**src/rtl/key_sweeper_pkg.sv**
```systemverilog
// Shared types and constants for the key sweeper and its key-check interface.
// Latency: n/a (types and constants only).
// Backpressure: n/a; the sweep paces itself at one key per clock.
package key_sweeper_pkg;

  localparam int KEY_W_DEF     = 32;
  localparam int CHECK_LAT_MAX = 8;
  localparam int CNT_W         = $clog2(CHECK_LAT_MAX);

  typedef enum logic [1:0] {
    ST_IDLE  = 2'd0,
    ST_SWEEP = 2'd1,
    ST_DRAIN = 2'd2,
    ST_DONE  = 2'd3
  } state_t;

endpackage

```
**src/rtl/key_sweeper_if.sv**
```systemverilog
// Control/result and key-check signals between the lab harness and key_sweeper.
// Latency: n/a (wires only).
// Backpressure: none; key_out/data_in run at a fixed check latency.
interface key_sweeper_if
  import key_sweeper_pkg::*;
#(
  parameter int KEY_W = KEY_W_DEF
) ();

  logic             start;
  logic [KEY_W-1:0] key_lo;
  logic [KEY_W-1:0] key_hi;
  logic [KEY_W-1:0] match_mask;
  logic [KEY_W-1:0] match_value;
  logic [KEY_W-1:0] key_out;
  logic [KEY_W-1:0] data_in;
  logic             busy;
  logic             done;
  logic             found;
  logic [KEY_W-1:0] found_key;

  // harness side: drives the sweep request and plays the device under check
  modport master (
    output start, key_lo, key_hi, match_mask, match_value, data_in,
    input  key_out, busy, done, found, found_key
  );

  // sweeper side
  modport slave (
    input  start, key_lo, key_hi, match_mask, match_value, data_in,
    output key_out, busy, done, found, found_key
  );

endinterface

```
**src/rtl/key_sweeper_delay.sv**
```systemverilog
// Shift line of {valid,key} pairing each issued key with its returning response.
// Latency: DEPTH clocks from in_* to out_*.
// Backpressure: none; flush drops every in-flight entry on the same edge.
module key_delay_line #(
  parameter int DEPTH = 1,
  parameter int KEY_W = 32
) (
  input  logic             clk,
  input  logic             rst,
  input  logic             flush,
  input  logic             in_vld,
  input  logic [KEY_W-1:0] in_key,
  output logic             out_vld,
  output logic [KEY_W-1:0] out_key
);

  logic [DEPTH-1:0] vld_q;
  logic [KEY_W-1:0] key_q [DEPTH];

  // shift one stage per clock; flush only kills the valid bits, stale keys are harmless
  always_ff @(posedge clk or posedge rst) begin
    if (rst) begin
      vld_q <= '0;
      for (int i = 0; i < DEPTH; i++) key_q[i] <= '0;
    end else if (flush) begin
      vld_q <= '0;
    end else begin
      vld_q[0] <= in_vld;
      key_q[0] <= in_key;
      for (int i = 1; i < DEPTH; i++) begin
        vld_q[i] <= vld_q[i-1];
        key_q[i] <= key_q[i-1];
      end
    end
  end

  assign out_vld = vld_q[DEPTH-1];
  assign out_key = key_q[DEPTH-1];

endmodule

```
**src/rtl/key_sweeper.sv**
```systemverilog
// Sweeps key_lo..key_hi onto key_out, one key per clock, and records the first key whose response matches.
// Latency: no match -> done (key_hi-key_lo+1)+CHECK_LAT+1 clocks after start; match -> CHECK_LAT clocks after it is seen.
// Backpressure: none; start is ignored while busy, and range/mask/value are latched only when start is accepted.
module key_sweeper
  import key_sweeper_pkg::*;
#(
  parameter int KEY_W     = KEY_W_DEF,
  parameter int CHECK_LAT = 1
) (
  input logic          clk,
  input logic          rst,
  key_sweeper_if.slave bus
);

  state_t           state;
  logic [KEY_W-1:0] key_q;
  logic             issue_q;     // key_q is a freshly issued candidate this cycle
  logic [KEY_W-1:0] hi_q;
  logic [KEY_W-1:0] mask_q;
  logic [KEY_W-1:0] value_q;
  logic [CNT_W-1:0] drain_cnt;
  logic             busy_q;
  logic             done_q;
  logic             found_q;
  logic [KEY_W-1:0] found_key_q;

  logic             head_vld;
  logic [KEY_W-1:0] head_key;
  logic             accept;
  logic             hit;

  assign accept = ((state == ST_IDLE) || (state == ST_DONE)) && bus.start;
  assign hit    = ((state == ST_SWEEP) || (state == ST_DRAIN)) && head_vld && !found_q &&
                  ((bus.data_in & mask_q) == (value_q & mask_q));

  key_delay_line #(
    .DEPTH (CHECK_LAT),
    .KEY_W (KEY_W)
  ) u_delay (
    .clk     (clk),
    .rst     (rst),
    .flush   (hit || accept),
    .in_vld  (issue_q),
    .in_key  (key_q),
    .out_vld (head_vld),
    .out_key (head_key)
  );

  // sweep FSM: issue keys, stop on first hit or after key_hi, then let the pipe drain
  always_ff @(posedge clk or posedge rst) begin
    if (rst) begin
      state       <= ST_IDLE;
      key_q       <= '0;
      issue_q     <= 1'b0;
      hi_q        <= '0;
      mask_q      <= '0;
      value_q     <= '0;
      drain_cnt   <= '0;
      busy_q      <= 1'b0;
      done_q      <= 1'b0;
      found_q     <= 1'b0;
      found_key_q <= '0;
    end else begin
      unique case (state)
        ST_IDLE, ST_DONE: begin
          if (bus.start) begin
            found_q     <= 1'b0;
            found_key_q <= '0;
            hi_q        <= bus.key_hi;
            mask_q      <= bus.match_mask;
            value_q     <= bus.match_value;
            if (bus.key_hi < bus.key_lo) begin
              // empty range: report an empty result without touching key_out
              state  <= ST_DONE;
              busy_q <= 1'b0;
              done_q <= 1'b1;
            end else begin
              state   <= ST_SWEEP;
              key_q   <= bus.key_lo;
              issue_q <= 1'b1;
              busy_q  <= 1'b1;
              done_q  <= 1'b0;
            end
          end
        end
        ST_SWEEP: begin
          if (hit) begin
            found_q     <= 1'b1;
            found_key_q <= head_key;
          end
          if (hit || !issue_q) begin
            // key_out holds its last value from here on
            state     <= ST_DRAIN;
            issue_q   <= 1'b0;
            drain_cnt <= CNT_W'(CHECK_LAT - 1);
          end else if (key_q == hi_q) begin
            // last key is on the bus; equality stop means key_hi=all-ones never wraps
            issue_q <= 1'b0;
          end else begin
            key_q <= key_q + KEY_W'(1);
          end
        end
        ST_DRAIN: begin
          if (hit) begin
            found_q     <= 1'b1;
            found_key_q <= head_key;
          end
          if (drain_cnt == '0) begin
            state  <= ST_DONE;
            busy_q <= 1'b0;
            done_q <= 1'b1;
          end else begin
            drain_cnt <= drain_cnt - CNT_W'(1);
          end
        end
      endcase
    end
  end

  assign bus.key_out   = key_q;
  assign bus.busy      = busy_q;
  assign bus.done      = done_q;
  assign bus.found     = found_q;
  assign bus.found_key = found_key_q;

endmodule
```
**src/flat_wrapper.sv**
```systemverilog
// flat-port wrapper written by rule: the top's interface ports become plain ports
module key_sweeper_flat import key_sweeper_pkg::*;
#(
  parameter int KEY_W     = KEY_W_DEF,
  parameter int CHECK_LAT = 1
)
  (clk, rst, bus_start, bus_key_lo, bus_key_hi, bus_match_mask, bus_match_value, bus_data_in, bus_key_out, bus_busy, bus_done, bus_found, bus_found_key);
  key_sweeper_if #(.KEY_W(KEY_W)) bus_i ();
  input logic clk;
  input logic rst;
  input wire logic [$bits(bus_i.start)-1:0] bus_start;
  input wire logic [$bits(bus_i.key_lo)-1:0] bus_key_lo;
  input wire logic [$bits(bus_i.key_hi)-1:0] bus_key_hi;
  input wire logic [$bits(bus_i.match_mask)-1:0] bus_match_mask;
  input wire logic [$bits(bus_i.match_value)-1:0] bus_match_value;
  input wire logic [$bits(bus_i.data_in)-1:0] bus_data_in;
  output wire logic [$bits(bus_i.key_out)-1:0] bus_key_out;
  output wire logic [$bits(bus_i.busy)-1:0] bus_busy;
  output wire logic [$bits(bus_i.done)-1:0] bus_done;
  output wire logic [$bits(bus_i.found)-1:0] bus_found;
  output wire logic [$bits(bus_i.found_key)-1:0] bus_found_key;
  assign bus_i.start = bus_start;
  assign bus_i.key_lo = bus_key_lo;
  assign bus_i.key_hi = bus_key_hi;
  assign bus_i.match_mask = bus_match_mask;
  assign bus_i.match_value = bus_match_value;
  assign bus_i.data_in = bus_data_in;
  assign bus_key_out = bus_i.key_out;
  assign bus_busy = bus_i.busy;
  assign bus_done = bus_i.done;
  assign bus_found = bus_i.found;
  assign bus_found_key = bus_i.found_key;
  key_sweeper #(.KEY_W(KEY_W), .CHECK_LAT(CHECK_LAT)) u_core (.clk(clk), .rst(rst), .bus(bus_i));
endmodule
```
**config.mk**
```make
export PLATFORM = sky130hd
export DESIGN_NAME = key_sweeper_flat
export DESIGN_NICKNAME = d
export VERILOG_FILES = /design/src/rtl/key_sweeper_pkg.sv /design/src/rtl/key_sweeper_if.sv /design/src/rtl/key_sweeper_delay.sv /design/src/rtl/key_sweeper.sv /design/src/flat_wrapper.sv
export SDC_FILE = /design/constraint.sdc
export NUM_CORES = 1
export LEC_CHECK = 0
export ABC_AREA = 1
export CAP_MARGIN = 5
export CORE_MARGIN = 2
export CORE_UTILIZATION = 52
export CTS_CLUSTER_DIAMETER = 80
export DETAILED_ROUTE_END_ITERATION = 7
export GPL_TIMING_DRIVEN = 0
export PLACE_DENSITY = 0.82
export SKIP_CTS_REPAIR_TIMING = 1
export SLEW_MARGIN = 0
export SYNTH_ARGS = -nofsm -noshare
export SYNTH_HDL_FRONTEND = slang
export SYNTH_HIERARCHICAL = 1
export SYNTH_SLANG_ARGS = --single-unit
```
**constraint.sdc**
```tcl
create_clock -name clk -period 8.2 [get_ports clk]
set_clock_uncertainty 0.15 [all_clocks]
set_input_delay 1.64 -clock clk [delete_from_list [all_inputs] [get_ports clk]]
set_output_delay 1.64 -clock clk [all_outputs]
set_load 0.01 [all_outputs]
```
==> results of run 1 <==
## path summary, 6_finish.rpt
check / startpoint / end / slack [ns]
setup / recovery: bus_key_lo[31] / u_core/bus.key_out[21] / 4.17
hold / removal: u_core/u_delay/out_key[18] / u_core/bus.found_key[18] / 0.33
setup reg to reg: u_core/state[0] / u_core/u_delay/out_key[19] / 5.24
hold reg to reg: u_core/u_delay/out_key[18] / u_core/bus.found_key[18] / 0.33
max in group asynchronous: rst / u_core/hi_q[11] / 5.54
min in group asynchronous: rst / u_core/bus.found_key[31] / 1.39
## power breakdown
| part | total, W | switching (W) | internal (W) |
|---|---|---|---|
| combinational | 0.00213 | 0.00128 | 0.000849 |
| sequential | 0.00182 | 0.000408 | 0.00141 |
| clock | 0.00102 | 0.000400 | 0.000616 |
| total | 0.00496 | 0.00209 | 0.00287 |
## synthesized netlist by cell type (5+ instances only)
cell	n	area, µm²
sky130_fd_sc_hd__dfrtp_1	202	5050
sky130_fd_sc_hd__nand2_1	680	2550
sky130_fd_sc_hd__buf_4	10	75.1
sky130_fd_sc_hd__or2_1	12	75.1
sky130_fd_sc_hd__nand3_1	115	576
sky130_fd_sc_hd__nand4_1	13	81.3
sky130_fd_sc_hd__clkbuf_1	30	113
sky130_fd_sc_hd__a31oi_1	5	31.3
sky130_fd_sc_hd__ha_1	36	450
sky130_fd_sc_hd__o21ai_0	49	245
sky130_fd_sc_hd__nand2_4	7	78.8
sky130_fd_sc_hd__buf_6	9	101
sky130_fd_sc_hd__nor3_1	14	70.1
sky130_fd_sc_hd__xnor2_1	20	175
sky130_fd_sc_hd__or2_2	10	62.6
sky130_fd_sc_hd__nor2_1	64	240
sky130_fd_sc_hd__nor2_4	5	56.3
sky130_fd_sc_hd__xor2_1	15	131
sky130_fd_sc_hd__inv_1	89	334
sky130_fd_sc_hd__a21oi_1	22	110
## layer usage
metal,vias up,routed length [µm]
li1,5063,-
met1,4984,13200
met2,396,16100
met3,65,2510
met4,0,890
met5,-,0
## sequential cells by signal, indices dropped and copies added, names as in the netlist
signal and cells:
u_core/bus.found_key 32, u_core/bus.key_out 32, u_core/hi_q 32, u_core/mask_q 32
u_core/u_delay/out_key 32, u_core/value_q 32, u_core/drain_cnt 3, u_core/state 2
u_core/bus.busy 1, u_core/bus.done 1, u_core/bus.found 1, u_core/issue_q 1
u_core/u_delay/out_vld 1
## cell usage in the layout, fill, tap and decap left out, types with 4 or more instances in the layout
cell type / Yosys / final
sky130_fd_sc_hd__nand2_4: 7 / 7
sky130_fd_sc_hd__clkbuf_1: 30 / 34
sky130_fd_sc_hd__xor2_1: 15 / 15
sky130_fd_sc_hd__xnor2_1: 20 / 20
sky130_fd_sc_hd__ha_1: 36 / 36
sky130_fd_sc_hd__nor3_1: 14 / 14
sky130_fd_sc_hd__or2_2: 10 / 10
sky130_fd_sc_hd__clkbuf_8: 3 / 11
sky130_fd_sc_hd__nand4_1: 13 / 13
sky130_fd_sc_hd__nor2_4: 5 / 5
sky130_fd_sc_hd__nand2_1: 680 / 680
sky130_fd_sc_hd__nand2_2: 4 / 4
sky130_fd_sc_hd__o21ai_0: 49 / 49
sky130_fd_sc_hd__nor2_1: 64 / 64
sky130_fd_sc_hd__a21oi_1: 22 / 22
sky130_fd_sc_hd__buf_4: 10 / 10
sky130_fd_sc_hd__a31oi_1: 5 / 5
sky130_fd_sc_hd__or2_0: 4 / 4
sky130_fd_sc_hd__clkbuf_16: 0 / 23
sky130_fd_sc_hd__nand3_1: 115 / 115
sky130_fd_sc_hd__buf_6: 9 / 9
sky130_fd_sc_hd__dfrtp_1: 202 / 202
sky130_fd_sc_hd__clkdlybuf4s50_1: 0 / 229
sky130_fd_sc_hd__inv_1: 89 / 88
sky130_fd_sc_hd__inv_2: 4 / 4
sky130_fd_sc_hd__or2_1: 12 / 12
## worst max-delay path: stages
cell                              delay, ns
sky130_fd_sc_hd__clkdlybuf4s50_1       0.54
sky130_fd_sc_hd__inv_1                 0.06
sky130_fd_sc_hd__ha_1                  0.30
sky130_fd_sc_hd__nand2_1               0.07
sky130_fd_sc_hd__nor2_1                0.18
sky130_fd_sc_hd__nand4_1               0.17
sky130_fd_sc_hd__nor4_1                0.37
sky130_fd_sc_hd__nand2_1               0.21
sky130_fd_sc_hd__nand2_1               0.12
sky130_fd_sc_hd__nand2_1               0.09
sky130_fd_sc_hd__nand2_4               0.13
sky130_fd_sc_hd__nand2_4               0.09
sky130_fd_sc_hd__buf_6                 0.16
sky130_fd_sc_hd__nand2_1               0.07
sky130_fd_sc_hd__nand2_1               0.05
## through the flow
| stage | instance area, µm² | hold slack, ns |
|---|---|---|
| 2_1_floorplan | 10900 | 0.293 |
| 6_report | 14400 | 0.325 |
| 3_3_place_gp | 13600 | 0.307 |
| 3_5_place_dp | 13600 | 0.313 |
| 4_1_cts | 14400 | 0.326 |
| 5_1_grt | 14400 | 0.344 |
## kinds of logic (layout without fill, tap and decap cells)
family	after synthesis	after routing
flip-flops	202	202
XOR/XNOR	35	35
buffers and inverters	150	421
AND/OR/NAND/NOR	939	939
AO/OA/AOI/OAI	86	86
adder cells (fa/ha/maj)	36	36
## layout make-up
class                      count  area, µm²  share of cell area (%)
sequential                   202       5050                    35.1
timing repair buffer         231       2350                    16.3
tap                          275        344                    2.39
buffer                        55        345                    2.40
clock inverter                 5       52.6                   0.365
multi-input combinational   1096       5190                    36.0
inverter                      95        367                    2.55
clock buffer                  35        701                    4.87
==> parameters.txt, run 1 <==
Parameter                              Value

Global route
  GR peak layer ... met2
  Total global-route track usage ... 29.4%
  GRT met2 Usage ... 51.4%
  Number of antenna violations at the first check in global routing ... 1
  Met3 track demand over resource in global routing ... 5.38%
  Global-route wire length before repair ... 51.7 mm
  Maximum number of pins on one net before global-route repair ... 132
  Total grt overflow ... 0
  Vias in the first global route ... 10200
  Met1 track utilization from global routing ... 36.8%

STA
  Sum Neg Setup Slack ... 0 ns
  Fin. max-slew vios ... 0
  Number of failing setup endpoints in the final timing report ... 0
  Clock period minus final worst setup slack ... 4.03 ns
  Final worst-path cycle share ... 49.2%
  Fmax achieved ... 248 MHz
  Number of hold-slack violations in the final timing report ... 0
  Least-Margin Pin Slew ... 0.846 ns
  Worst setup margin ... 4.17 ns
  Unrepaired setup endpoints after global routing ... no
  Worst rel slew slack ... 43.6%

Cells and area
  Post-route non-filler standard cell count ... 1994
  Ratio of cells with drive above 1 in the final layout ... 6.05%
  Number of inserted diodes ... 0
  Filler cell count in the final layout ... 1697
  Area growth from synthesis to layout ... 31.5%
  Post-layout util ... 69.1%
  Fin nets ... 1903

Placement
  Placer congestion estimate ... 0.912
  HPWL reported at the end of detailed placement ... 24.4 mm
  Placed instance count ... 1953
  Worst Setup Slack post-DPL ... 3.78 ns
  Buffers on Ports ... 229

Drt
  TritonRoute pass-1 iters ... 5
  Via count normalized by instance count ... 5.27
  Routed wire length ... 32.8 mm
  Average wire length per cell after detail routing ... 16.4 µm
  Total vias in the final route ... 10500
  1st-iter DRT viols ... 658
  Number of nets with antenna violations after routing ... 0
  Count of unresolved DRC violations after routing ... 0

Setup path
  CP Data Required Time ... 8.44 ns
  Endpoint arrival time on the critical path ... 4.27 ns
  CP Capture Type ... flip-flop
  WS Path Type ... input pin to flip-flop
  CP Launch Type ... input pin
  Worst Reg-to-Reg Cells ... 16
  Largest fanout of any net on the critical path ... 10

Power and ir drop
  Power Total ... 0.00496 W
  Maximum vdd drop ... 0.000154 V
  Cell Pwr Density ... 345 nW/µm²
  Lkg Pwr ... 7.37 nW

Floorplanning
  Core area ... 20800 µm²
  Core Rows ... 53
  Number of primary I/O pins ... 230
  Die span in y ... 149 µm
  Starting utilization of the core area ... 52.6%
  Die footprint ... 22200 µm²
  Width of the die ... 149 µm

Yosys
  FFs w/ async S/R, synth ... 100%
  Number of enable-type register cells in the synthesized netlist ... 0
  Top flip-flop cell by instance count after synthesis ... sky130_fd_sc_hd__dfrtp_1
  Syn Nets ... 1647
  Simple-gate portion of the synthesized area ... 36.3%
  Sequential fraction of the synthesis area ... 46.2%
  Fraction of synthesized cell area in xor and xnor cells ... 2.80%
  Fraction of the mapped netlist area in adder cells ... 4.12%
  Unique cell type count in the Yosys netlist ... 39
  Combined area of all synthesized cells ... 10900 µm²
  Largest family of logic cells by synthesized area ... simple AND/OR/NAND/NOR gates
  Synth warnings ... 6
  Cell count after synthesis ... 1448
  Share of cell area taken by muxes after synthesis ... 0%
  #FFs+latches synth ... 202
  Synthesized area per cell ... 7.56 µm²
  Compound-cell area share of the yosys netlist ... 4.17%

CTS
  Number of sinks on the clock net ... 202
  Clock-pin transition on the worst setup and hold timing paths ... 0.06 ns
  Root Buffer Master ... sky130_fd_sc_hd__clkbuf_16
  CTS Buf Count ... 23
  CTS tree ... built
  Later-pin clock latency in the skew report ... 0.50 ns
  Clock Path Buffers ... 3
  H-tree Lvls ... 1

Status
  Outcome ... completed

Hold path
  Hold Path Depth ... 2
  Worst hold path class ... flip-flop to flip-flop

Run
  Reported max-cap violation count ... 0
(Power assumes the default switching activity.)
==> inputs of run 2 (changes only) <==
Clock period 8.2 ns to 4.07 ns, I/O delays scaled along.
==> parameters.txt, run 2 (synthesized netlist as in run 1, its figures left out) <==
Parameter                              Value

Drt
  Count of unresolved DRC violations after routing ... 0 (unchanged)
  Average wire length per cell after detail routing ... 16.5 µm (+0.11%)
  Total vias in the final route ... 10400 (-0.86%)
  Number of nets with antenna violations after routing ... 0 (unchanged)
  Via count normalized by instance count ... 5.21 (-1.1%)
  Routed wire length ... 32.9 mm (+0.31%)
  1st-iter DRT viols ... 751 (+14%)
  TritonRoute pass-1 iters ... 6 (+1)

STA
  Clock period minus final worst setup slack ... 3.17 ns
  Worst rel slew slack ... 41.4% (-2.2 points)
  Final worst-path cycle share ... 77.8%
  Number of hold-slack violations in the final timing report ... 0 (unchanged)
  Worst setup margin ... 0.904 ns (-3.26 ns)
  Hold WS ... 0.322 ns (-0.00321 ns)
  Least-Margin Pin Slew ... 0.879 ns (+0.0324 ns)
  Number of failing setup endpoints in the final timing report ... 0 (unchanged)
  Unrepaired setup endpoints after global routing ... no
  Sum Neg Setup Slack ... 0 ns (unchanged)
  Fmax achieved ... 316 MHz
  Fin. max-slew vios ... 0 (unchanged)

Setup path
  Endpoint arrival time on the critical path ... 3.41 ns (-0.86 ns)
  Crit path buffers/inverters ... 3 (unchanged)
  Critical Path Start ... bus_key_lo[31]
  WS Path Type ... input pin to flip-flop
  Stages on worst setup path ... 15 (unchanged)
  CP Data Required Time ... 4.31 ns (-4.13 ns)
  Flop-to-flop setup slack ... 1.24 ns (-4.00 ns)
  Largest delay share family, worst path ... simple AND/OR/NAND/NOR gates
  Dominant cell type by count on the critical path ... sky130_fd_sc_hd__nand2_1
  Largest fanout of any net on the critical path ... 10 (unchanged)
  List of cells traversed by the critical path ... clkdlybuf4s50_1 -> inv_1 -> ha_1 -> nand2_1 -> nor2_1 -> nand4_1 -> nor4_1 -> nand2_1 -> nand2_1 -> nand2_1 -> nand2_4 -> nand2_4 -> buf_6 -> nand2_1 -> nand2_1
  CP Capture Type ... flip-flop
  Worst Reg-to-Reg Cells ... 16 (unchanged)
  Endpoint of the worst setup timing path ... u_core/bus.key_out[14]
  Capture instance of the worst register-to-register path ... u_core/u_delay/out_key[5]
  Slowest Stage Delay on Critical Path ... 0.55 ns (about the same)
  Master of the slowest instance on the critical path ... sky130_fd_sc_hd__clkdlybuf4s50_1
  CP Launch Type ... input pin
  Worst reg2reg path startpoint ... u_core/state[0]

Floorplanning
  Starting utilization of the core area ... 52.6% (unchanged)
  Number of primary I/O pins ... 230 (unchanged)
  Core area ... 20800 µm² (unchanged)
  Width of the die ... 149 µm (unchanged)
  Die footprint ... 22200 µm² (unchanged)
  Core Rows ... 53 (unchanged)
  Die span in y ... 149 µm (unchanged)

CTS
  H-tree Lvls ... 1 (unchanged)
  CTS Buf Count ... 23 (unchanged)
  Later-pin clock latency in the skew report ... 0.51 ns (about the same)
  Clock Path Buffers ... 3 (unchanged)
  Number of sinks on the clock net ... 202 (unchanged)
  Clock-pin transition on the worst setup and hold timing paths ... 0.06 ns (about the same)
  Root Buffer Master ... sky130_fd_sc_hd__clkbuf_16
  CTS tree ... built

Global route
  Global-route wire length before repair ... 51.4 mm (-0.67%)
  Total grt overflow ... 0 (unchanged)
  Vias in the first global route ... 10200 (+0.65%)
  Total global-route track usage ... 29.2% (-0.18 points)
  Number of antenna violations at the first check in global routing ... 0 (-1)
  Maximum number of pins on one net before global-route repair ... 42 (-68%)

Placement
  Placed instance count ... 1956 (+0.15%)
  Buffers on Ports ... 229 (unchanged)
  Placer congestion estimate ... 0.896 (-1.7%)
  Worst Setup Slack post-DPL ... 0.539 ns (-3.24 ns)
  HPWL reported at the end of detailed placement ... 24.5 mm (+0.41%)

Cells and area
  Ratio of cells with drive above 1 in the final layout ... 6.27% (+0.22 points)
  Most common library cell in the layout ignoring fill and taps ... sky130_fd_sc_hd__nand2_1
  Filler cell count in the final layout ... 1715 (+1.1%)
  Seq. cell area ... 5050 µm² (unchanged)
  Most frequent cells in the layout ... sky130_fd_sc_hd__nand2_1, sky130_fd_sc_hd__clkdlybuf4s50_1, sky130_fd_sc_hd__dfrtp_1
  Number of inserted diodes ... 0 (unchanged)
  Area growth from synthesis to layout ... 32.0%
  Fin nets ... 1906 (+0.16%)
  Area of the multi-input gates ... 5190 µm² (unchanged)
  Post-route non-filler standard cell count ... 1998 (+0.20%)

Hold path
  Worst hold path class ... flip-flop to flip-flop
  Hold Path Depth ... 2 (unchanged)

Status
  Outcome ... completed

Power and ir drop
  Lkg Pwr ... 7.37 nW (about the same)
  Cell Pwr Density ... 692 nW/µm² (+100%)
  Maximum vdd drop ... 0.000378 V (+150%)
  Power Total ... 0.0100 W (+100%)

Run
  Reported max-cap violation count ... 0 (unchanged)
-- run 2: cell count changes in the layout (fill, tap and decap cells not counted) --
cell and delta:
sky130_fd_sc_hd__clkinvlp_4 +5, sky130_fd_sc_hd__buf_16 -1, sky130_fd_sc_hd__clkbuf_8 -2, sky130_fd_sc_hd__buf_12 +4
sky130_fd_sc_hd__clkinv_2 -2
-- run 2: report_power, final --
group	leakage [nW]	internal [W]	total, W	switching [W]
Sequential	2.56	0.00284	0.00366	0.000827
Combinational	4.46	0.00172	0.00427	0.00255
Clock	0.356	0.00122	0.00207	0.000855
-- run 2: worst min-delay path by stage --
stage,start,endpoint
2_1_floorplan,u_core/mask_q[1],u_core/mask_q[1]
3_3_place_gp,u_core/mask_q[1],u_core/mask_q[1]
3_5_place_dp,u_core/u_delay/out_key[12],u_core/bus.found_key[12]
4_1_cts,u_core/u_delay/out_key[12],u_core/bus.found_key[12]
5_1_grt,u_core/u_delay/out_key[3],u_core/u_delay/out_key[3]
6_report,u_core/u_delay/out_key[12],u_core/bus.found_key[12]
-- run 2: worst register-to-register path, cell delays in order, from the launching register on --
cell	delay, ns
sky130_fd_sc_hd__dfrtp_1	0.39
sky130_fd_sc_hd__inv_1	0.06
sky130_fd_sc_hd__ha_1	0.31
sky130_fd_sc_hd__inv_1	0.15
sky130_fd_sc_hd__nand3_1	0.12
sky130_fd_sc_hd__nor2_1	0.12
sky130_fd_sc_hd__nand3_1	0.07
sky130_fd_sc_hd__nor2_1	0.11
sky130_fd_sc_hd__nand3_1	0.18
sky130_fd_sc_hd__buf_6	0.21
sky130_fd_sc_hd__clkbuf_1	0.24
sky130_fd_sc_hd__nand2_1	0.14
sky130_fd_sc_hd__buf_6	0.15
sky130_fd_sc_hd__inv_4	0.07
sky130_fd_sc_hd__buf_6	0.14
sky130_fd_sc_hd__nand2_1	0.07
sky130_fd_sc_hd__nand2_1	0.06
-- run 2: routing by layer --
layer | up-vias | track usage (%) | share of wire, %
met5 | - | 0 | 0
li1 | 5072 | - | -
met3 | 70 | 5.81 | 8.6
met2 | 405 | 51.4 | 49
met4 | 0 | 9.95 | 2.7
met1 | 4871 | 35.9 | 40
-- run 2: metrics by stage --
stage	cell area [µm²]	util (%)
after floorplan	10900	-
final	14500	69.4
after global placement	13600	65.2
after detailed placement	13700	65.6
after CTS	14400	69.3
after global routing	14500	69.4
-- run 2: final cells by class --
type | instances | area share (%)
Multi-Input combinational cell | 1096 | 35.9
Sequential cell | 202 | 35.0
Timing Repair Buffer | 234 | 16.6
Clock buffer | 33 | 4.66
Inverter | 95 | 2.51
Buffer | 55 | 2.39
Tap cell | 275 | 2.38
Clock inverter | 8 | 0.580
==> inputs of run 3 (changes only) <==
Clock period 4.07 ns to 3.2 ns, I/O delays scaled along.
==> parameters.txt, run 3 (synthesized netlist as in run 1, its figures left out) <==
Parameter                              Value

Status
  Outcome ... completed

CTS
  H-tree Lvls ... 1 (unchanged)
  Clock-pin transition on the worst setup and hold timing paths ... 0.06 ns (about the same)
  CTS tree ... built
  Number of sinks on the clock net ... 202 (unchanged)
  Clock Path Buffers ... 3 (unchanged)
  CTS Buf Count ... 23 (unchanged)
  Later-pin clock latency in the skew report ... 0.51 ns (about the same)
  Root Buffer Master ... sky130_fd_sc_hd__clkbuf_16

Setup path
  Capture instance of the worst register-to-register path ... u_core/u_delay/out_key[14]
  CP Data Required Time ... 3.44 ns (-0.87 ns)
  CP Launch Type ... input pin
  Slowest Stage Delay on Critical Path ... 0.55 ns (about the same)
  Flop-to-flop setup slack ... 0.35 ns (-0.89 ns)
  WS Path Type ... input pin to flip-flop
  Largest delay share family, worst path ... simple AND/OR/NAND/NOR gates
  Master of the slowest instance on the critical path ... sky130_fd_sc_hd__clkdlybuf4s50_1
  List of cells traversed by the critical path ... clkdlybuf4s50_1 -> inv_1 -> ha_1 -> nand2_1 -> nor2_1 -> nand4_1 -> nor4_1 -> nand2_1 -> nand2_1 -> nand2_1 -> nand2_4 -> nand2_4 -> buf_6 -> nand2_1 -> nand2_1
  Worst Reg-to-Reg Cells ... 16 (unchanged)
  Dominant cell type by count on the critical path ... sky130_fd_sc_hd__nand2_1
  Largest fanout of any net on the critical path ... 10 (unchanged)
  CP Capture Type ... flip-flop
  Endpoint arrival time on the critical path ... 3.22 ns (-0.19 ns)
  Worst reg2reg path startpoint ... u_core/state[0]
  Crit path buffers/inverters ... 3 (unchanged)

Drt
  Average wire length per cell after detail routing ... 16.5 µm (about the same)
  Total vias in the final route ... 10500 (+0.90%)
  1st-iter DRT viols ... 720 (-4.1%)
  Count of unresolved DRC violations after routing ... 0 (unchanged)
  Routed wire length ... 32.9 mm (about the same)
  Via count normalized by instance count ... 5.26 (+0.90%)
  Number of nets with antenna violations after routing ... 0 (unchanged)
  TritonRoute pass-1 iters ... 6 (unchanged)

Power and ir drop
  Power Total ... 0.0127 W (+27%)
  Lkg Pwr ... 7.37 nW (unchanged)
  Cell Pwr Density ... 881 nW/µm² (+27%)
  Maximum vdd drop ... 0.000482 V (+27%)

STA
  Worst setup margin ... 0.223 ns (-0.682 ns)
  Number of hold-slack violations in the final timing report ... 0 (unchanged)
  Number of failing setup endpoints in the final timing report ... 0 (unchanged)
  Worst rel slew slack ... 41.0% (-0.39 points)
  Fmax achieved ... 336 MHz
  Final worst-path cycle share ... 93.0%
  Clock period minus final worst setup slack ... 2.98 ns
  Least-Margin Pin Slew ... 0.885 ns (+0.00591 ns)
  Fin. max-slew vios ... 0 (unchanged)
  Unrepaired setup endpoints after global routing ... no

Placement
  Placer congestion estimate ... 0.896 (unchanged)
  HPWL reported at the end of detailed placement ... 24.5 mm (unchanged)
  Worst Setup Slack post-DPL ... -0.157 ns (-0.696 ns)
  Buffers on Ports ... 229 (unchanged)

Floorplanning
  Core Rows ... 53 (unchanged)
  Starting utilization of the core area ... 52.6% (unchanged)
  Die span in y ... 149 µm (unchanged)
  Width of the die ... 149 µm (unchanged)
  Number of primary I/O pins ... 230 (unchanged)
  Core area ... 20800 µm² (unchanged)
  Die footprint ... 22200 µm² (unchanged)

Global route
  Vias in the first global route ... 10200 (-0.098%)
  Number of antenna violations at the first check in global routing ... 0 (unchanged)
  Total global-route track usage ... 29.2% (about the same)
  Total grt overflow ... 0 (unchanged)
  Maximum number of pins on one net before global-route repair ... 42 (unchanged)
  Global-route wire length before repair ... 51.4 mm (about the same)

Cells and area
  Fin nets ... 1906 (unchanged)
  Ratio of cells with drive above 1 in the final layout ... 6.27% (unchanged)
  Number of inserted diodes ... 0 (unchanged)
  Area growth from synthesis to layout ... 32.0% (unchanged)
  Most common library cell in the layout ignoring fill and taps ... sky130_fd_sc_hd__nand2_1
  Most frequent cells in the layout ... sky130_fd_sc_hd__nand2_1, sky130_fd_sc_hd__clkdlybuf4s50_1, sky130_fd_sc_hd__dfrtp_1

Hold path
  Hold Path Depth ... 2 (unchanged)
  Sink of the worst hold path ... u_core/bus.found_key[12]
  Worst hold path class ... flip-flop to flip-flop
  Start point of the worst min-delay path ... u_core/u_delay/out_key[12]

Run
  Reported max-cap violation count ... 0 (unchanged)
==> run 3: how the worst max path moves through the flow <==
stage / start / end / cells after the start / slack (ns)
floorplan: rst / u_core/bus.busy / 1 / 0.26
global placement: rst / u_core/mask_q[16] / 2 / -1.19
detailed placement: bus_key_lo[31] / u_core/bus.key_out[17] / 15 / -0.16
CTS: bus_key_lo[31] / u_core/bus.key_out[14] / 15 / 0.33
global route: u_core/state[0] / u_core/u_delay/out_key[4] / 16 / 0.11
finish: bus_key_lo[31] / u_core/bus.key_out[14] / 15 / 0.22
==> run 3: worst min-delay path, stage by stage (launching register included) <==
cell	delay, ns
sky130_fd_sc_hd__dfrtp_1	0.34
sky130_fd_sc_hd__nand2_1	0.05
sky130_fd_sc_hd__nand2_1	0.05
==> run 3: metrics by stage <==
| step | cells | util (%) | TNS (ns) | area [µm²] | hold WS (ns) |
|---|---|---|---|---|---|
| 4_1_cts | 1997 | 69.3 | 0 | 14400 | 0.322 |
| 5_1_grt | 1998 | 69.4 | 0 | 14500 | 0.344 |
| 2_1_floorplan | 1448 | - | 0 | 10900 | 0.293 |
| 6_report | 1998 | 69.4 | 0 | 14500 | 0.321 |
| 3_3_place_gp | 1952 | 65.2 | -204.61 | 13600 | 0.307 |
| 3_5_place_dp | 1956 | 65.6 | -4.99 | 13700 | 0.309 |
==> run 3: final cells by class <==
class,instances,area (µm²)
inverters,95,363
flip-flops and latches,202,5050
clock inverters,8,83.8
repair buffers,234,2400
clock buffers,33,673
plain buffers,55,345
well taps,275,344
multi-input cells,1096,5190
fillers,1715,6370
==> run 3: power breakdown <==
group          leakage (nW)  switching, W  internal (W)
Sequential             2.56       0.00106       0.00361
Combinational          4.46       0.00325       0.00218
Clock                 0.356       0.00109       0.00155
Total                  7.37       0.00539       0.00734
==> run 3: routing by layer <==
metal	share of wire [%]	track usage (%)	vias up	wire length, µm
li1	-	-	5072	-
met1	40	35.9	4909	13000
met2	49	51.5	449	16100
met3	8.8	5.81	82	2900
met4	2.8	9.76	0	930
met5	0	0	-	0
